`config.mk`:
```
export PLATFORM = sky130hd
export DESIGN_NAME = piso_transmitter
export DESIGN_NICKNAME = d
export VERILOG_FILES = /design/src/rtl/piso_transmitter.sv
export SDC_FILE = /design/constraint.sdc
export NUM_CORES = 1
export LEC_CHECK = 0
export ABC_AREA = 1
export CAP_MARGIN = 20
export CORE_AREA = 10 10 47 49
export CTS_CLUSTER_DIAMETER = 50
export DETAILED_ROUTE_END_ITERATION = 8
export DIE_AREA = 0 0 57 59
export PLACE_DENSITY_LB_ADDON = 0.25
export SYNTH_ARGS = -nofsm -noshare
export SYNTH_HDL_FRONTEND = slang
export SYNTH_SLANG_ARGS = --single-unit
```
`constraint.sdc`:
```
create_clock -name clk -period 1.8 [get_ports clk]
set_clock_uncertainty 0.2 [all_clocks]
set_input_delay 0.27 -clock clk [delete_from_list [all_inputs] [get_ports clk]]
set_output_delay 0.27 -clock clk [all_outputs]
set_load 0.03 [all_outputs]
```
`src/rtl/piso_transmitter.sv`:
```
// Parallel-in serial-out frame transmitter: start bit 0, WIDTH data bits LSB
// first, stop bit 1, each bit held CLKS_PER_BIT clocks on a registered line.
module piso_transmitter #(
  parameter int WIDTH        = 4,
  parameter int CLKS_PER_BIT = 1
) (
  input  logic             clk,
  input  logic             rst,
  input  logic [WIDTH-1:0] data_in,
  input  logic             load_valid,
  output logic             load_ready,
  output logic             Q,
  output logic             busy,
  output logic             done
);

  localparam int CW = (CLKS_PER_BIT > 1) ? $clog2(CLKS_PER_BIT) : 1;
  localparam int BW = (WIDTH > 1) ? $clog2(WIDTH + 1) : 1;

  typedef enum logic [1:0] {IDLE, START, DATA, STOP} state_t;

  state_t           state_q, state_d;
  logic [CW-1:0]    cnt_q, cnt_d;
  logic [BW-1:0]    bit_q, bit_d;
  logic [WIDTH-1:0] shift_q, shift_d;
  logic [WIDTH-1:0] shifted;
  logic             q_q, q_d;
  logic             done_q, done_d;
  logic             bitEnd;

  always_ff @(posedge clk or posedge rst) begin
    if (rst) begin
      state_q <= IDLE;
      cnt_q   <= '0;
      bit_q   <= '0;
      shift_q <= '0;
      q_q     <= 1'b1;
      done_q  <= 1'b0;
    end else begin
      state_q <= state_d;
      cnt_q   <= cnt_d;
      bit_q   <= bit_d;
      shift_q <= shift_d;
      q_q     <= q_d;
      done_q  <= done_d;
    end
  end

  // The line is computed one cycle ahead so Q comes straight from a flop.
  always_comb begin
    state_d = state_q;
    cnt_d   = cnt_q;
    bit_d   = bit_q;
    shift_d = shift_q;
    q_d     = q_q;
    done_d  = 1'b0;
    shifted = shift_q >> 1;
    bitEnd  = (cnt_q == CW'(CLKS_PER_BIT - 1));

    case (state_q)
      IDLE: begin
        cnt_d = '0;
        bit_d = '0;
        q_d   = 1'b1;
        if (load_valid) begin
          shift_d = data_in;
          state_d = START;
          q_d     = 1'b0;
        end
      end
      START: begin
        if (bitEnd) begin
          cnt_d   = '0;
          state_d = DATA;
          q_d     = shift_q[0];
        end else begin
          cnt_d = cnt_q + CW'(1);
        end
      end
      DATA: begin
        if (bitEnd) begin
          cnt_d = '0;
          if (bit_q == BW'(WIDTH - 1)) begin
            bit_d   = '0;
            state_d = STOP;
            q_d     = 1'b1;
          end else begin
            bit_d   = bit_q + BW'(1);
            shift_d = shifted;
            q_d     = shifted[0];
          end
        end else begin
          cnt_d = cnt_q + CW'(1);
        end
      end
      STOP: begin
        q_d = 1'b1;
        if (bitEnd) begin
          cnt_d   = '0;
          state_d = IDLE;
          done_d  = 1'b1;
        end else begin
          cnt_d = cnt_q + CW'(1);
        end
      end
      default: begin
        state_d = IDLE;
        q_d     = 1'b1;
      end
    endcase
  end

  assign load_ready = (state_q == IDLE) && !rst;
  assign busy       = (state_q != IDLE);
  assign Q          = q_q;
  assign done       = done_q;

endmodule

```
==> results by group, run 1 <==
Status
  • Status: complete, no violations

Pwr
  • Pwr per Cell Area: between 1500 and 2000 nW/µm²
  • Switching Share: 44.6%
  • Tot Pwr: 0.00145 W
  • Sw power: about 0.00065 W
  • Cell-internal power: roughly 0.0008 W
  • Share of total power in the clock network: 11.8%
  • Seq pwr share: 29.8%
  • Combinational fraction of design power: between 50% and 60%
  • Leakage: 0.438 nW
  • Peak supply drop: 0.777 mV

Floorplan
  • IO Count: 11
  • Die W: 57 µm
  • Core Rows: 14
  • Die Y: a little under 60 µm
  • Initial core utilization: 44.6%
  • Std-Cell Core Area: 1400 µm²
  • Total Die Area: 3360 µm²

Logic synthesis
  • Sequential area share after synthesis: 44.3%
  • Syn nets: 91
  • Syn Inst Count: 78
  • Netlist cell types: 15
  • Post-synth design cell area: about 620 µm²
  • Synth area leaders: dfrtp_1, nand2_1, ha_1
  • Avg Inst Size Synth: 8.00 µm²
  • Yosys warns: 0
  • Synth top area share: around two fifths
  • Yosys reg bits: 11
  • Post-synth top area cell: dfrtp_1

STA
  • Period utilization: between 90% and 100%
  • Min cycle time layout: 1.73 ns
  • Final setup vio count: 0
  • Worst slew pin tran: 0.422 ns
  • Achievable Freq: 578 MHz
  • RSZ-0062 raised after global routing: false
  • Final Hold Vio Count: 0
  • Rel. slew slack: roughly 72%
  • Setup_tns: 0 ns
  • Max-slew violations: 0

Global route
  • Largest net degree at the start of global routing: 12
  • First-pass GRT wire length: roughly 2.3 mm
  • Vias in the first global route: 544
  • Initial antenna violation count: 0
  • Grt ovf: 0
  • Gr usage total: 8.82%

Drt
  • DRT Pass-1 Iters: 4
  • ANT nets after route: 0
  • Vias per cell: slightly below 5
  • Vias: 534
  • Wire per inst: 12.0 µm
  • Iter 0 DRT Violations: 5
  • Routed WL: 1.33 mm
  • Drt drc: 0

Worst setup path
  • CP max stage cell: clkdlybuf4s50_1
  • Max stage delay on crit path: 0.67 ns
  • Worst r2r path cells: 7
  • Worst setup SP type: flop
  • Critical path depth: 1
  • Critical path endpoint: done
  • Top cell family by delay on the critical path: buffers and inverters
  • Critical path startpoint: done
  • CP Class: reg2out
  • Reg2Reg Launch Point: state_q[0]
  • Buffers plus inverters on the worst setup path: 1
  • R2R setup slack: about 0.19 ns
  • Worst path cell trace: clkdlybuf4s50_1
  • Crit. End Element: primary output
  • Critical R2R Capture: shift_q[2]
  • Crit Path Max Fanout: 1
  • Critical Path AT: 1.26 ns
  • Worst EP required: ~1.3 ns

Place
  • Routability cong.: 0.783
  • Hpwl dp: slightly above 1 mm
  • I/O Buffers: 10

CTS
  • H-tree Lvls: 1
  • CTS tree: built
  • CTS root buf: clkbuf_4
  • Clk slew on worst S/H paths: 0.07 ns
  • Count of hold-fix buffers inserted at cts: 0
  • CTS buffer count: 3
  • Clock Tree Buf Depth: 2
  • CTS sink count: 11
  • Clk_lat worst skew: 0.27 ns

Final layout
  • Synth-to-Final Area Change: 27.9%
  • NumNets Final: 109
  • Layout cell share with drive strength beyond 1: a little over a fifth
  • Number of diodes: 0

Flow run
  • # Max-Cap Violations: 0

Worst hold path
  • Type of the tightest min-delay check: in2async
[routing by layer]
metal | GRT usage [%] | routed length [µm] | up-vias
li1 | - | - | 277
met1 | 8.81 | 567 | 246
met2 | 14.9 | 654 | 7
met3 | 4.08 | 79 | 4
met4 | 5.03 | 29 | 0
met5 | 0 | 0 | -
[what timing repair did]
item | in CTS | in global routing
gates resized for setup | 5 | 1
endpoints found under the setup margin | 2 | 1
pin swaps | 0 | 1
setup buffers | 0 | 4
[area by class of cell]
class | instances | area, µm²
clock buffers | 4 | 26.3
fillers | 144 | 603
inverters | 9 | 33.8
multi-input cells | 57 | 318
flip-flops and latches | 11 | 277
well taps | 16 | 20.0
repair buffers | 14 | 124
[stage by stage]
| step | worst slack [ns] | hold WS (ns) | util (%) | cells | cell area, µm² |
|---|---|---|---|---|---|
| finish | 0.0696 | 0.143 | 57.0 | 111 | 798 |
| global route | 0.00338 | 0.171 | 57.0 | 111 | 798 |
| detailed placement | 0.162 | 0.290 | 52.0 | 103 | 728 |
| floorplan | 0.0718 | -0.0783 | - | 78 | 624 |
| CTS | 0.0142 | 0.139 | 54.6 | 107 | 766 |
| global placement | 0.174 | 0.275 | 52.0 | 103 | 728 |
[power groups by stage]
stage	Sequential (W)	Clock (W)	Combinational, W
after floorplan	0.000463	0	0.000536
after global placement	0.000434	0	0.000732
after detailed placement	0.000440	0	0.000743
after CTS	0.000438	0.000178	0.000769
after global routing	0.000443	0.000188	0.000953
final	0.000431	0.000170	0.000847
[synthesized netlist by cell type]
cell type and n:
inv_1 7, nand2_1 29, dfstp_2 1, nor2_1 8
nand4_1 1, dfrtp_1 10, ha_1 6, or2_0 1
o21ai_1 1, nand3_1 6, a22o_1 1, inv_2 2
buf_6 1, nor2_2 2, nand3_2 2
[registers in the layout, indices dropped and copies added (netlist names)]
| name | cells |
|---|---|
| bit_q | 3 |
| state_q | 2 |
| done | 1 |
| Q | 1 |
| shift_q | 4 |
[logic make-up after synthesis]
| family | count (synthesis) | synth area share [%] |
|---|---|---|
| buf+inv | 10 | 7.22 |
| flops | 11 | 44.3 |
| simple gates | 49 | 34.3 |
| compound gates | 2 | 2.20 |
| fa+ha+maj | 6 | 12.0 |
[cell usage in the layout, fill, tap and decap left out]
cell and instances:
nand3_2 2, inv_2 4, clkbuf_4 3, dfstp_2 1, dlygate4sd2_1 1, buf_4 6
nor2_1 7, nand2_1 29, clkbuf_1 1, nor2_2 3, inv_1 5, ha_4 1
ha_1 5, dfrtp_1 10, o21ai_1 1, clkdlybuf4s50_1 7, nand4_1 1, or2_0 1
a22o_1 1, nand3_1 6
[how the worst min path moves through the flow]
stage	endpoint	slack, ns	cells after the start
2_1_floorplan	bit_q[0]	-0.08	1
3_3_place_gp	shift_q[3]	0.27	2
3_5_place_dp	bit_q[0]	0.29	1
4_1_cts	shift_q[3]	0.14	2
5_1_grt	shift_q[1]	0.17	2
6_report	shift_q[3]	0.14	2
(Power assumes the default switching activity.)
==> run 2: changes to the inputs <==
--- a/config.mk
+++ b/config.mk
@@ -5,7 +5,7 @@
 export SDC_FILE = /design/constraint.sdc
 export NUM_CORES = 1
 export LEC_CHECK = 0
-export ABC_AREA = 1
+export ABC_CLOCK_PERIOD_IN_PS = 2200
 export CAP_MARGIN = 20
 export CORE_AREA = 10 10 47 49
 export CTS_CLUSTER_DIAMETER = 50
==> constraint.sdc (replaced) <==
create_clock -name clk -period 2.2 [get_ports clk]
set_clock_uncertainty 0.2 [all_clocks]
set_input_delay 0.33 -clock clk [delete_from_list [all_inputs] [get_ports clk]]
set_output_delay 0.33 -clock clk [all_outputs]
set_load 0.03 [all_outputs]
==> results by group, run 2 <==
Logic synthesis
  • Yosys reg bits: 11 (unchanged)
  • FFs w/ async S/R, synth: 100% (unchanged)
  • Syn nets: 62 (was 91)
  • Avg Inst Size Synth: 12.4 µm² (was 8.00 µm²)
  • Post-synth design cell area: 609 µm² (was 624 µm²)
  • Synth area leaders: dfrtp_1, ha_1, mux2_2 (was dfrtp_1, nand2_1, ha_1)
  • Number of flops mapped to enable cells by yosys: 0 (unchanged)
  • Sequential area share after synthesis: 45.4% (was 44.3%)
  • Most frequent cell after synthesis: dfrtp_1 (was nand2_1)
  • Ys flop type: dfrtp_1 (unchanged)
  • Commonest cells in the netlist: dfrtp_1, ha_1, inv_1, mux2_2, nand2_1 (was nand2_1, dfrtp_1, nor2_1, inv_1)
  • Yosys warns: 0 (unchanged)
  • Syn Inst Count: 49 (was 78)
  • Synth top area share: 41.1% (was 40.1%)
  • Netlist cell types: 22 (was 15)
  • Post-synth top area cell: dfrtp_1 (unchanged)

Final layout
  • Largest register FFs: 4 (unchanged)
  • Multi-input gate area: 303 µm² (was 318 µm²)
  • Cell area after layout: 757 µm² (was 798 µm²)
  • FILL cells: 130 (was 144)
  • Most frequent cells in the layout: dfrtp_1, clkdlybuf4s50_1, ha_1 (was nand2_1, dfrtp_1, nor2_1, clkdlybuf4s50_1)
  • Layout cell share with drive strength beyond 1: 26.6% (was 21.1%)
  • Largest regs: shift_q (4), bit_q (3), state_q (2) (unchanged)
  • Synth-to-Final Area Change: 24.2% (was 27.9%)
  • Sequential Area: 277 µm² (unchanged)
  • Commonest non-fill, non-tap cell in the layout: dfrtp_1 (was nand2_1)
  • Most flop-heavy register: shift_q (unchanged)
  • Number of diodes: 0 (unchanged)
  • NumNets Final: 78 (was 109)

CTS
  • CTS buffer count: 3 (unchanged)
  • CTS sink count: 11 (unchanged)
  • CTS root buf: clkbuf_4 (unchanged)
  • Count of hold-fix buffers inserted at cts: 0 (unchanged)
  • Clk_lat worst skew: 0.28 ns (was 0.27 ns)
  • Clock Tree Buf Depth: 2 (unchanged)
  • H-tree Lvls: 1 (unchanged)
  • CTS tree: built (unchanged)
  • Post-CTS Setup Repair Bufs: 0 (unchanged)
  • Clk slew on worst S/H paths: 0.08 ns (was 0.07 ns)

Worst setup path
  • Max stage delay on crit path: 0.42 ns (was 0.67 ns)
  • CP max stage cell: dfrtp_1 (was clkdlybuf4s50_1)
  • Buffers plus inverters on the worst setup path: 3 (was 1)
  • Worst setup SP type: flop (unchanged)
  • Most numerous cell on the critical path: inv_1
  • Reg2Reg Launch Point: state_q[0] (unchanged)
  • Crit. End Element: primary output (unchanged)
  • CP Class: reg2out (unchanged)
  • Critical Path AT: 1.55 ns (was 1.26 ns)
  • Worst path cell trace: inv_1, ha_1, inv_1, nor2_1, dlygate4sd2_1 (was clkdlybuf4s50_1)
  • Crit Path Max Fanout: 4 (was 1)
  • Worst r2r path cells: 5 (was 7)
  • Worst EP required: 1.67 ns (was 1.33 ns)
  • Critical path startpoint: state_q[0] (was done)
  • Top cell family by delay on the critical path: buffers and inverters (unchanged)
  • Critical path depth: 5 (was 1)

Place
  • Placement Cell Area: 733 µm² (was 728 µm²)
  • I/O Buffers: 10 (unchanged)
  • Pre-CTS setup slack: 0.127 ns (was 0.162 ns)
  • Routability cong.: 0.708 (was 0.783)
  • Hpwl dp: 789 µm (was 1.03 mm)

STA
  • Achievable Freq: 482 MHz
  • Period utilization: between 90 and 100%
  • RSZ-0062 raised after global routing: false (unchanged)
  • Rel. slew slack: 71.9% (about the same)
  • Worst slew pin tran: 0.421 ns (was 0.422 ns)
  • Final Hold Vio Count: 0 (unchanged)
  • Final setup vio count: 0 (unchanged)
  • Setup ws final: 0.124 ns (was 0.0696 ns)
  • Min cycle time layout: 2.08 ns
  • Max-slew violations: 0 (unchanged)
  • Hold WS: 0.166 ns (was 0.143 ns)
  • Setup_tns: 0 ns (unchanged)

Flow run
  • # Max-Cap Violations: 0 (unchanged)

Floorplan
  • Die W: 57 µm (unchanged)
  • IO Count: 11 (unchanged)
  • Total Die Area: 3360 µm² (unchanged)
  • Core Rows: 14 (unchanged)
  • Die Y: 59 µm (unchanged)
  • Initial core utilization: 43.5% (was 44.6%)
  • Std-Cell Core Area: 1400 µm² (unchanged)

Pwr
  • Peak supply drop: 0.594 mV (was 0.777 mV)
  • Pwr per Cell Area: 1490 nW/µm² (was 1810 nW/µm²)
  • Leakage: 0.354 nW (was 0.438 nW)

Global route
  • Initial antenna violation count: 0 (unchanged)
  • First-pass GRT wire length: 1.79 mm (was 2.35 mm)
  • Gr usage total: 6.71% (was 8.82%)
  • Largest net degree at the start of global routing: 12 (unchanged)
  • Grt ovf: 0 (unchanged)
  • Vias in the first global route: 419 (was 544)

Drt
  • ANT nets after route: 0 (unchanged)
  • DRT Pass-1 Iters: 3 (was 4)
  • Wire per inst: 13.0 µm (was 12.0 µm)
  • Routed WL: 1.04 mm (was 1.33 mm)
  • Vias per cell: 4.81 (about the same)
  • Vias: 385 (was 534)
  • Drt drc: 0 (unchanged)
  • Iter 0 DRT Violations: 3 (was 5)

Status
  • Status: complete, no violations (unchanged)

Worst hold path
  • Type of the tightest min-delay check: in2async (unchanged)
-- run 2: cell count changes after synthesis, sizes merged, moves of 4 or more --
cell / delta
nor2: -8
nand3: -8
inv: -4
nand2: -25
mux2: +7
-- run 2: layout make-up --
| class | instances | area share [%] |
|---|---|---|
| inverters | 5 | 2.48 |
| flip-flops and latches | 11 | 36.5 |
| clock buffers | 4 | 3.47 |
| well taps | 16 | 2.64 |
| repair buffers | 12 | 14.9 |
| multi-input cells | 32 | 40.0 |
-- run 2: stage by stage --
step | total power [W] | utilization, % | instances
floorplan | 0.000842 | - | 49
global placement | 0.000997 | 52.3 | 76
detailed placement | 0.00100 | 52.3 | 76
CTS | 0.00114 | 54.0 | 80
global route | 0.00121 | 54.0 | 80
finish | 0.00112 | 54.0 | 80
-- run 2: per-layer routing --
layer	vias up	global-route usage (%)	routed length (µm)
met1	175	7.30	492
li1	199	-	-
met2	7	9.61	438
met4	0	6.04	28
met5	-	0	0
met3	4	3.00	83
-- run 2: power breakdown --
part / leakage [nW] / switching (W) / internal [W]
sequential: 0.136 / 0.0000536 / 0.000304
combinational: 0.203 / 0.000300 / 0.000321
clock: 0.0150 / 0.0000754 / 0.0000705
total: 0.354 / 0.000429 / 0.000695
-- run 2: cell families after synthesis --
family / Yosys count / share of synthesized area [%]
AO/OA/AOI/OAI: 8 / 10.1
adder cells (fa/ha/maj): 6 / 12.3
buffers and inverters: 6 / 4.93
flip-flops: 11 / 45.4
multiplexers: 7 / 14.2
AND/OR/NAND/NOR: 11 / 13.1
-- run 2: worst paths after layout --
kind	end	slack, ns
min in group clk	bit_q[0]	0.29
min reg2reg	bit_q[0]	0.29
max reg2reg	shift_q[0]	0.19
min	state_q[0]	0.17
max in group asynchronous	Q	1.30
max	load_ready	0.12
-- run 2: what timing repair did --
item                                    4_1_cts  5_1_grt
resized for setup                             2        0
endpoints found under the hold margin         0        0
endpoints found under the setup margin        2        0
